**config.mk**
```make
export PLATFORM = sky130hd
export DESIGN_NAME = kpn_adder_node
export DESIGN_NICKNAME = d
export VERILOG_FILES = /design/src/rtl/kpn_adder_node.sv
export SDC_FILE = /design/constraint.sdc
export NUM_CORES = 1
export LEC_CHECK = 0
export ABC_CLOCK_PERIOD_IN_PS = 4600
export CORE_AREA = 2 2 153 155
export CTS_BUF_LIST = sky130_fd_sc_hd__clkbuf_2
export CTS_CLUSTER_DIAMETER = 100
export DETAILED_ROUTE_END_ITERATION = 8
export DIE_AREA = 0 0 155 157
export PLACE_DENSITY = 0.62
export SLEW_MARGIN = 20
export SYNTH_ARGS = -nofsm -noshare
export SYNTH_HDL_FRONTEND = slang
export SYNTH_SLANG_ARGS = --single-unit
```
**constraint.sdc**
```tcl
create_clock -name clk -period 4.6 [get_ports clk]
set_input_delay 0.46 -clock clk [delete_from_list [all_inputs] [get_ports clk]]
set_output_delay 0.46 -clock clk [all_outputs]
set_load 0.02 [all_outputs]
```
**src/rtl/kpn_adder_node.sv**
```systemverilog
// -----------------------------------------------------------------------------
// kpn_adder_node
//
// Kahn-process-network adder node. Each of NUM_IN input channels feeds its
// own FIFO. The node fires when every FIFO holds a token and the output
// register is free, or is being drained in the same cycle. A firing pops one
// token per channel, adds them and loads the result into a registered
// valid/ready output stage.
//
// Parameters
//   WIDTH      : token width in bits (unsigned)
//   NUM_IN     : number of input channels (2..8)
//   FIFO_DEPTH : per-channel FIFO depth (power of two, >= 2)
//   SATURATE   : 0 = wrap modulo 2^WIDTH, 1 = clamp to 2^WIDTH-1
//
// Ports
//   clk        : clock, all state changes on the rising edge
//   reset      : synchronous active-high reset
//   in_data    : channel k token at bits [k*WIDTH +: WIDTH]
//   in_valid   : per-channel token present
//   in_ready   : per-channel FIFO not full (low while reset is high)
//   out_data   : result token (registered)
//   out_ovf    : true sum exceeded 2^WIDTH-1 (registered, qualified by out_valid)
//   out_valid  : result token present (registered)
//   out_ready  : downstream accepts the result
//   fire_count : number of firings since reset, wraps at 2^16
// -----------------------------------------------------------------------------
module kpn_adder_node #(
    parameter int WIDTH      = 16,
    parameter int NUM_IN     = 2,
    parameter int FIFO_DEPTH = 4,
    parameter int SATURATE   = 0
) (
    input  logic                    clk,
    input  logic                    reset,
    input  logic [NUM_IN*WIDTH-1:0] in_data,
    input  logic [NUM_IN-1:0]       in_valid,
    output logic [NUM_IN-1:0]       in_ready,
    output logic [WIDTH-1:0]        out_data,
    output logic                    out_ovf,
    output logic                    out_valid,
    input  logic                    out_ready,
    output logic [15:0]             fire_count
);

    localparam int PTR_W = $clog2(FIFO_DEPTH);
    localparam int CNT_W = PTR_W + 1;
    // Wide enough that NUM_IN maximal tokens never truncate.
    localparam int SUM_W = WIDTH + $clog2(NUM_IN);

    localparam logic [PTR_W-1:0] PTR_ONE  = PTR_W'(1);
    localparam logic [CNT_W-1:0] CNT_ONE  = CNT_W'(1);
    localparam logic [CNT_W-1:0] CNT_FULL = CNT_W'(FIFO_DEPTH);

    typedef enum logic {
        ST_EMPTY = 1'b0,
        ST_FULL  = 1'b1
    } state_t;

    // Per-channel FIFO storage and bookkeeping
    logic [WIDTH-1:0] mem_q  [NUM_IN][FIFO_DEPTH];
    logic [PTR_W-1:0] wptr_q [NUM_IN];
    logic [PTR_W-1:0] rptr_q [NUM_IN];
    logic [CNT_W-1:0] cnt_q  [NUM_IN];

    // Output stage
    state_t           state_q;
    state_t           state_d;
    logic [WIDTH-1:0] out_data_q;
    logic [WIDTH-1:0] out_data_d;
    logic             out_ovf_q;
    logic             out_ovf_d;
    logic [15:0]      fire_count_q;
    logic [15:0]      fire_count_d;

    // Combinational helpers
    logic [NUM_IN-1:0] push_s;
    logic [NUM_IN-1:0] nonempty_s;
    logic [WIDTH-1:0]  head_s [NUM_IN];
    logic              fire_s;
    logic [SUM_W-1:0]  sum_s;
    logic              sum_ovf_s;
    logic [WIDTH-1:0]  result_s;

    // Channel status: readiness comes only from registered occupancy so that
    // out_ready never reaches in_ready combinationally.
    always_comb begin
        in_ready   = '0;
        push_s     = '0;
        nonempty_s = '0;
        for (int k = 0; k < NUM_IN; k++) begin
            in_ready[k]   = (!reset) && (cnt_q[k] != CNT_FULL);
            push_s[k]     = in_valid[k] && in_ready[k];
            nonempty_s[k] = (cnt_q[k] != '0);
            head_s[k]     = mem_q[k][rptr_q[k]];
        end
    end

    // Fire when every channel has a token and the output slot is free or
    // being drained this cycle.
    always_comb begin
        if ((&nonempty_s) && ((state_q == ST_EMPTY) || out_ready)) begin
            fire_s = 1'b1;
        end else begin
            fire_s = 1'b0;
        end
    end

    // Full-precision sum of the FIFO heads, then wrap or clamp.
    always_comb begin
        sum_s = '0;
        for (int k = 0; k < NUM_IN; k++) begin
            sum_s = sum_s + SUM_W'(head_s[k]);
        end
        sum_ovf_s = |sum_s[SUM_W-1:WIDTH];
        if ((SATURATE != 0) && sum_ovf_s) begin
            result_s = {WIDTH{1'b1}};
        end else begin
            result_s = sum_s[WIDTH-1:0];
        end
    end

    // Output FSM next state.
    always_comb begin
        state_d = state_q;
        case (state_q)
            ST_EMPTY: begin
                if (fire_s) begin
                    state_d = ST_FULL;
                end else begin
                    state_d = ST_EMPTY;
                end
            end
            ST_FULL: begin
                if (fire_s) begin
                    state_d = ST_FULL;
                end else if (out_ready) begin
                    state_d = ST_EMPTY;
                end else begin
                    state_d = ST_FULL;
                end
            end
            default: begin
                state_d = ST_EMPTY;
            end
        endcase
    end

    // Output data path next values: loaded only on a firing, otherwise held.
    always_comb begin
        out_data_d   = out_data_q;
        out_ovf_d    = out_ovf_q;
        fire_count_d = fire_count_q;
        if (fire_s) begin
            out_data_d   = result_s;
            out_ovf_d    = sum_ovf_s;
            fire_count_d = fire_count_q + 16'd1;
        end else begin
            out_data_d   = out_data_q;
            out_ovf_d    = out_ovf_q;
            fire_count_d = fire_count_q;
        end
    end

    // Output stage registers.
    always_ff @(posedge clk) begin
        if (reset) begin
            state_q      <= ST_EMPTY;
            out_data_q   <= '0;
            out_ovf_q    <= 1'b0;
            fire_count_q <= 16'd0;
        end else begin
            state_q      <= state_d;
            out_data_q   <= out_data_d;
            out_ovf_q    <= out_ovf_d;
            fire_count_q <= fire_count_d;
        end
    end

    // FIFO pointers and occupancy; a pop happens on every channel at once.
    always_ff @(posedge clk) begin
        if (reset) begin
            for (int k = 0; k < NUM_IN; k++) begin
                wptr_q[k] <= '0;
                rptr_q[k] <= '0;
                cnt_q[k]  <= '0;
            end
        end else begin
            for (int k = 0; k < NUM_IN; k++) begin
                if (push_s[k]) begin
                    wptr_q[k] <= wptr_q[k] + PTR_ONE;
                end else begin
                    wptr_q[k] <= wptr_q[k];
                end
                if (fire_s) begin
                    rptr_q[k] <= rptr_q[k] + PTR_ONE;
                end else begin
                    rptr_q[k] <= rptr_q[k];
                end
                case ({push_s[k], fire_s})
                    2'b10:   cnt_q[k] <= cnt_q[k] + CNT_ONE;
                    2'b01:   cnt_q[k] <= cnt_q[k] - CNT_ONE;
                    default: cnt_q[k] <= cnt_q[k];
                endcase
            end
        end
    end

    // FIFO storage writes; contents need no reset since occupancy guards reads.
    always_ff @(posedge clk) begin
        for (int k = 0; k < NUM_IN; k++) begin
            if (push_s[k]) begin
                mem_q[k][wptr_q[k]] <= in_data[k*WIDTH +: WIDTH];
            end else begin
                mem_q[k][wptr_q[k]] <= mem_q[k][wptr_q[k]];
            end
        end
    end

    assign out_valid  = (state_q == ST_FULL);
    assign out_data   = out_data_q;
    assign out_ovf    = out_ovf_q;
    assign fire_count = fire_count_q;

endmodule

```
## Word level (Yosys, flattened, before mapping)

Memories as Yosys holds them, arrays and structs flattened.
Cells that the tools add are included.

- Add/subtract/negate cells: 10
- Order comparisons: 6
- Equal/unequal tests: 6
- Mux-type cells: 204
- Bitwise operators: 147
- Reductions and logical operators: 14

Operators by type and width:

| cell | count |
|---|---|
| two-way mux 64 bit | 4 |
| two-way mux 1 bit | 169 |
| two-way mux 16 bit | 10 |
| bitwise OR 1 bit | 142 |
| binary-select mux 16 bit (select 2 bit) | 4 |
| demux 16 bit (select 2 bit) | 2 |
| two-way mux 3 bit | 6 |
| adder 16 x 16 -> 17 bit | 1 |
| adder 16 x 1 -> 16 bit, second input constant | 1 |
| two-way mux 2 bit | 8 |
| >= comparator 3 bit, second input constant | 4 |
| inverter 2 -> 3 bit | 4 |
| adder 2 x 1 -> 2 bit, second input constant | 4 |
| logical AND 1 bit | 7 |
| adder 3 x 1 -> 3 bit, second input constant | 2 |
| < comparator 3 x 1 -> 1 bit, second input constant | 2 |
| inequality test 3 bit, second input constant | 2 |
| nonzero test 3 bit | 2 |
| subtractor 3 x 1 -> 3 bit, second input constant | 2 |
| == test 2 x 1 -> 1 bit, second input constant | 2 |
| == test 2 bit, second input constant | 2 |
| OR reduction 2 bit | 2 |
| case mux 1 bit (2 select lines) | 1 |
| AND reduction 2 bit | 1 |
| other kinds (3) | 3 |

- Register bits after elaboration: 34
- Bits in writable memories: 142
- Input bits: 37
- Output and inout port bits: 36
- Word-level logic and storage cells: 395
- Memories: 4

Memories:

| name | depth | width | rd ports | clocked after Yosys merged registers in | write ports | RTL line | RTL |
|---|---|---|---|---|---|---|---|
| mem_q | 2 | 64 | 2 | 0 | 2 | 61 | `logic [WIDTH-1:0] mem_q [NUM_IN][FIFO_DEPTH];` |
| cnt_q | 2 | 3 | 2 | 0 | 2 | 64 | `logic [CNT_W-1:0] cnt_q [NUM_IN];` |
| rptr_q | 2 | 2 | 2 | 0 | 2 | 63 | `logic [PTR_W-1:0] rptr_q [NUM_IN];` |
| wptr_q | 2 | 2 | 2 | 0 | 2 | 62 | `logic [PTR_W-1:0] wptr_q [NUM_IN];` |

## Depth between registers and ports, before layout

Gate-level depths: netlist of the first run.

- Word-level depth: 11
- Gate-level depth with buffers: 12
- Depth with buffers taken out: 11

## Least setup slack after synthesis of the first run

Ideal clock, no wire load.

- Kind: flip-flop to flip-flop
- Start: memory rptr_q[1][0] (netlist bit)
- End: register out_data_q[12], in the netlist out_data[12]
- Setup time: 0.115 ns
- Arrival: 2.960 ns
- Required time: 4.485 ns
- Slack: 1.525 ns
- Cell stages (with the launch flop): 10
- Buffers on the path: 2
- Period minus slack after synthesis: 3.075 ns
- Cells stage by stage: edfxtp_1 > buf_2 > buf_2 > mux4_2 > ha_1 > o21a_1 > o21a_1 > o22a_1 > or4_1 > and3_1

RTL lines:

| what | RTL line | RTL |
|---|---|---|
| from (decl) | 63 |  |
| to (signal assigned) | 174 | `out_data_q <= out_data_d;` |
| to (decl) | 69 | `logic [WIDTH-1:0] out_data_q;` |

==> results of run 1 <==
-- final timing paths --
kind,from,endpoint,slack (ps),cells past startpoint
worst max-delay path,rptr_q[1][0],out_data[12],1110,8
worst min-delay path,out_ready,out_valid,390,3
worst max register to register,rptr_q[1][0],out_data[12],1110,8
worst min register to register,out_data[3],out_data[3],490,2
-- cells in the mapped netlist (2+ instances only) --
library cell,count
nor3_1,12
xnor2_1,14
nand2b_1,3
a311o_1,2
a211oi_1,3
mux2_1,3
buf_1,2
nor2b_1,5
inv_1,17
ha_1,40
dfxtp_1,34
a21oi_1,25
buf_4,8
or3_1,3
nand2_1,30
o21ai_0,15
mux2_2,128
o22ai_1,4
fa_1,2
mux4_2,64
nor2_1,38
nand4_1,5
xor2_1,7
and3_1,4
edfxtp_1,142
nand3_1,9
nand2_2,5
o211ai_1,2
o21a_1,2
nor4_1,7
a31oi_1,2
buf_2,16
and2_1,7
a21oi_2,2
clkbuf_1,14
a21o_1,6
and4_1,3
-- power breakdown --
part	leakage, nW	internal (mW)	switching, mW
sequential	1.63	2.09	0.241
clock	0.162	0.364	0.577
combinational	2.05	1.49	1.78
total	3.84	3.94	2.59
-- sequential cells by signal (all words and copies together), names as in the netlist --
name / cells
mem_q: 128
out_data: 16
fire_count: 16
cnt_q: 6
out_valid: 1
wptr_q: 4
out_ovf: 1
rptr_q: 4
-- cell families (layout without fill, tap and decap cells) --
| group | Yosys count | count (layout) | synth area share |
|---|---|---|---|
| and+or+nand+nor | 136 | 136 | 0.0680 |
| adders and majority gates | 42 | 42 | 0.0537 |
| xor gates and xnor gates | 21 | 21 | 0.0183 |
| buffers and inverters | 58 | 132 | 0.0266 |
| muxes | 195 | 195 | 0.290 |
| AOI/OAI and AO/OA | 80 | 80 | 0.0529 |
| other | 0 | 1 | 0 |
| DFF | 176 | 176 | 0.491 |
-- metal layers --
layer	routed length, um	GRT usage
met1	10700	0.278
met2	11600	0.334
met3	884	0.0297
met4	298	0.0516
met5	0	0
-- critical path, cell delays in order (launching register included) --
cell	delay (ps)
edfxtp_1	780
buf_4	340
mux4_2	550
ha_1	370
a21oi_1	310
o22ai_1	180
o22a_1	280
or4_1	470
and3_1	170
-- cell type report --
type	instances	share of cell area
multi-input cells	474	0.430
repair buffers	82	0.0703
flip-flops and latches	176	0.437
well taps	285	0.0315
clock buffers	17	0.00751
clock inverters	15	0.0181
diodes	1	0.000221
inverters	18	0.00597
==> reports/results.ini, run 1 <==
[place]
place_hpwl_um=15700
place_inst=1035
dpl_worst_slack_ps=1070
place_congestion=0.840
io_buffers=72
placed_area_um2=11000

[global_route]
grt_max_degree=41
grt.overflow.total=0
grt_pass1_vias=6434
track_usage=0.201
antenna_found_initial=1
grt_pass1_wl_um=36900

[cts]
cts-htree-levels=4
clk_latency_ps=780
ctsLongestPathBuffers=2
cts_hold_buffers=0
root_buffer=clkbuf_2
numCtsBuffers=17
cts_resized=0
path_clk_slew_ps=250
post-cts-setup-buffers=0
cts_tree=done
cts.sinks=176

[die]
rows=55
die_area_um2=24300
core_area_um2=22500
initial_core_util=0.448
ioPinCount=73
dieWidth_um=155
fp.dieH_um=157

[timing]
worstMarginPinSlew_ps=1030
drv_slew=0
finalSetupTns_ps=0
setup_ws_ps=1110
period_share=0.759
fin_skew_ps=49.0
finalHoldViolCount=0
final-setup-viol-count=0
slew_headroom=0.313
max_freq_mhz=286
rsz0062_at_grt=false
fin_crit_ps=3490
hold_ws_ps=387

[flow_run]
drv_cap=0

[finish]
final_common_cell=edfxtp_1
design_area_um2=11300
layout_common_cells=edfxtp_1, mux2_2, clkdlybuf4s50_1
fin_cells=1068
nets=848
final_util=0.503
drive_gt1_frac=0.315
multiInputGateArea_um2=4870
num-fill-cells=1867
final-seq-area_um2=4940
area.growth.synth_to_final_pct=12.5

[routing]
routed_wl_um=23400
num_vias=6224
antenna_left=0
drt_iter0_markers=434
wl_per_cell_um=22.0
drc=0
vias_per_cell=5.83
drtPass1Iterations=5

[worst_setup_path]
end_kind=register
path_max_fanout=10
path_class=reg -> reg
crit_arrival_ps=4190
cp-start-kind=register
crit_required_ps=5300

[run_status]
outcome=finished, final reports clean

[pwr]
power_mw=6.53
power.density_nw_per_um2=577
peakVddDrop_mv=0.264
p_leak_nw=3.84

[synth]
synth.yosys.warnings=0
synth_top_area_frac=0.423
yosys.cell_types.count=60
synthFlopType=edfxtp_1
synth_edf_count=142
syn-num-nets=787
synth_area_leaders=edfxtp_1, mux2_2, mux4_2
ys_ff_latch=176
syn-cell-area_um2=10100
syn_inst=708
syn-mean-instance-area_um2=14.2
yosysTopAreaCell=edfxtp_1
async_flop_share=0
seq_area_frac_synth=0.491

[min_path]
min_path_type=in -> reg

No activity file was read; power rests on OpenSTA's default activity.
==> run 2, diff against run 1 <==
- ABC_CLOCK_PERIOD_IN_PS: 4600 -> 2800
- PLACE_DENSITY: 0.62 -> 0.65
- clock period: 4.6 -> 2.8 ns (I/O delays scaled with it)
==> reports/results.ini, run 2 (synthesis gave the netlist of run 1 again) <==
[run_status]
outcome=finished, violations left  ; was finished, final reports clean
violations=negative setup slack

[worst_setup_path]
critPathBufInv=2  ; was 1
path_common_cell=buf_6
cp-start-kind=register  ; unchanged
path_class=reg -> reg  ; unchanged
crit_arrival_ps=3560  ; was 4190 ps
worst-r2r-setup-slack_ps=-30  ; was 1110 ps
end_kind=register  ; unchanged
path_max_fanout=2  ; was 10
crit_required_ps=3530  ; was 5300 ps
critPathSlowestCell=edfxtp_1  ; unchanged
critical-path-max-stage-delay_ps=480  ; was 780 ps
path_delay_family=adder cells  ; was flip-flops
crit_chain=buf_6 -> buf_6 -> mux4_2 -> ha_4 -> fa_2 -> a21oi_2 -> o22ai_2 -> o22a_1 -> or4_1 -> and3_1  ; was buf_4 -> mux4_2 -> ha_1 -> a21oi_1 -> o22ai_1 -> o22a_1 -> or4_1 -> and3_1

[routing]
wl_per_cell_um=21.9  ; was 22.0 um
routed_wl_um=24800  ; was 23,400 um
drc=0  ; unchanged
drtPass1Iterations=4  ; was 5
num_vias=6656  ; was 6,224
vias_per_cell=5.88  ; was 5.83
drt_iter0_markers=495  ; was 434
antenna_left=0  ; unchanged

[cts]
clk_latency_ps=780  ; about the same
cts_hold_buffers=0  ; unchanged
cts.sinks=176  ; unchanged
cts_tree=done  ; unchanged
root_buffer=clkbuf_2  ; unchanged
numCtsBuffers=17  ; unchanged
path_clk_slew_ps=280  ; was 250 ps
cts-htree-levels=4  ; unchanged
ctsLongestPathBuffers=2  ; unchanged

[pwr]
p_leak_nw=4.19  ; was 3.84 nW
power.density_nw_per_um2=1010  ; was 577 nW/um^2
p_int_mw=7.40  ; was 3.94 mW
switchingPower_mw=4.72  ; was 2.59 mW
p_sw_frac=0.389  ; was 0.397
clkPwrFrac=0.121  ; was 0.144
peakVddDrop_mv=0.391  ; was 0.264 mV
comb_power_share=0.573  ; was 0.499
power_frac_seq=0.307  ; was 0.357

[place]
io_buffers=72  ; unchanged
place_hpwl_um=17100  ; was 15,700 um
place_congestion=0.854  ; was 0.840
placed_area_um2=11500  ; was 11,000 um^2

[timing]
finalHoldViolCount=0  ; unchanged
period_share=1.01  ; was 0.759
setup_ws_ps=-30.8  ; was 1110 ps
finalSetupTns_ps=-59.3  ; was 0 ps
max_freq_mhz=353  ; was 286 MHz
fin_crit_ps=2830  ; was 3490 ps
drv_slew=0  ; unchanged
rsz0062_at_grt=true  ; was false
slew_headroom=0.599  ; was 0.313
fin_skew_ps=47.7  ; was 49.0 ps
worstMarginPinSlew_ps=600  ; was 1030 ps
final-setup-viol-count=3  ; was 0

[global_route]
grt.overflow.total=0  ; unchanged
grt_pass1_vias=6950  ; was 6,434
grt_max_degree=43  ; was 41
grt_pass1_wl_um=38600  ; was 36,900 um
track_usage=0.210  ; was 0.201
antenna_found_initial=1  ; unchanged

[die]
initial_core_util=0.448  ; unchanged
core_area_um2=22500  ; unchanged
rows=55  ; unchanged
ioPinCount=73  ; unchanged
fp.dieH_um=157  ; unchanged
die_area_um2=24300  ; unchanged
dieWidth_um=155  ; unchanged

[finish]
drive_gt1_frac=0.391  ; was 0.315
final-seq-area_um2=4940  ; unchanged
num-fill-cells=1857  ; was 1,867
area.growth.synth_to_final_pct=19.5  ; was 12.5%
largest_reg_flops=128  ; unchanged
nets=913  ; was 848
final_common_cell=edfxtp_1  ; unchanged
design_area_um2=12000  ; was 11,300 um^2
layout_common_cells=edfxtp_1, mux2_2, clkdlybuf4s50_1  ; unchanged
multiInputGateArea_um2=5050  ; was 4870 um^2

[min_path]
min_path_type=in -> reg  ; unchanged

[flow_run]
drv_cap=0  ; unchanged

[run 2: changes by cell type in the layout (fill, tap and decap cells not counted), moves of 3 or more]
cell	before	now
clkinvlp_4	3	0
buf_12	0	3
ha_1	40	31
ha_4	0	8
buf_6	0	6
a21oi_2	2	5
buf_4	10	65
a21oi_1	25	21
[run 2: routing by layer]
layer,global-route usage,vias up,part of all wire,wire length [um]
met2,0.355,176,0.50,12300
met5,0,-,0,0
met3,0.0328,43,0.039,959
met4,0.0763,0,0.024,601
li1,-,3033,-,-
met1,0.276,3404,0.44,10900
[run 2: power by group through the flow]
stage	combinational, mW	clock [mW]	sequential (mW)
4_1_cts	6.48	1.50	3.72
5_1_grt	7.54	1.60	3.77
3_3_place_gp	6.24	0	3.75
2_1_floorplan	4.10	0	3.76
3_5_place_dp	6.33	0	3.78
6_report	6.94	1.46	3.72
[run 2: worst min-delay path, cell delays in order]
cell             delay, ps
clkdlybuf4s50_1        450
nand2b_1               170
a21oi_1                 80
[run 2: through the flow]
| step | cells | util | hold slack [ps] | worst slack (ps) | total power [mW] |
|---|---|---|---|---|---|
| 4_1_cts | 1126 | 0.526 | 154 | 1.16 | 11.7 |
| 5_1_grt | 1132 | 0.535 | 148 | -137 | 12.9 |
| 2_1_floorplan | 708 | - | 481 | 0.209 | 7.86 |
| 6_report | 1132 | 0.535 | 233 | -30.8 | 12.1 |
| 3_5_place_dp | 1090 | 0.511 | 465 | -101 | 10.1 |
| 3_3_place_gp | 1090 | 0.511 | 461 | -50.5 | 9.99 |
[run 2: cell type report]
cell class / count / share of cell area
Antenna cell: 1 / 0.000208
Clock buffer: 17 / 0.00707
Clock inverter: 14 / 0.0149
Inverter: 18 / 0.00561
Multi-Input combinational cell: 474 / 0.420
Sequential cell: 176 / 0.411
Tap cell: 285 / 0.0296
Timing Repair Buffer: 147 / 0.112
[run 2: final timing paths]
| kind | cells after the start | end | startpoint |
|---|---|---|---|
| setup reg to reg | 10 | out_data[12] | rptr_q[1][0] |
| hold reg to reg | 2 | out_data[1] | out_data[1] |
| setup / recovery | 10 | out_data[12] | rptr_q[1][0] |
| hold / removal | 3 | out_valid | out_ready |
[run 2: repair_timing]
item | 4_1_cts | 5_1_grt
pin swaps | 6 | 22
endpoints found under the setup margin | 7 | 12
gates resized for setup | 4 | 31
buffers inserted | 5 | 7
==> run 3, diff against run 2 <==
- SLEW_MARGIN: 20 -> not set
==> results of run 3 <==
No change in the layout: final DEF, timing and power equal those of run 2.
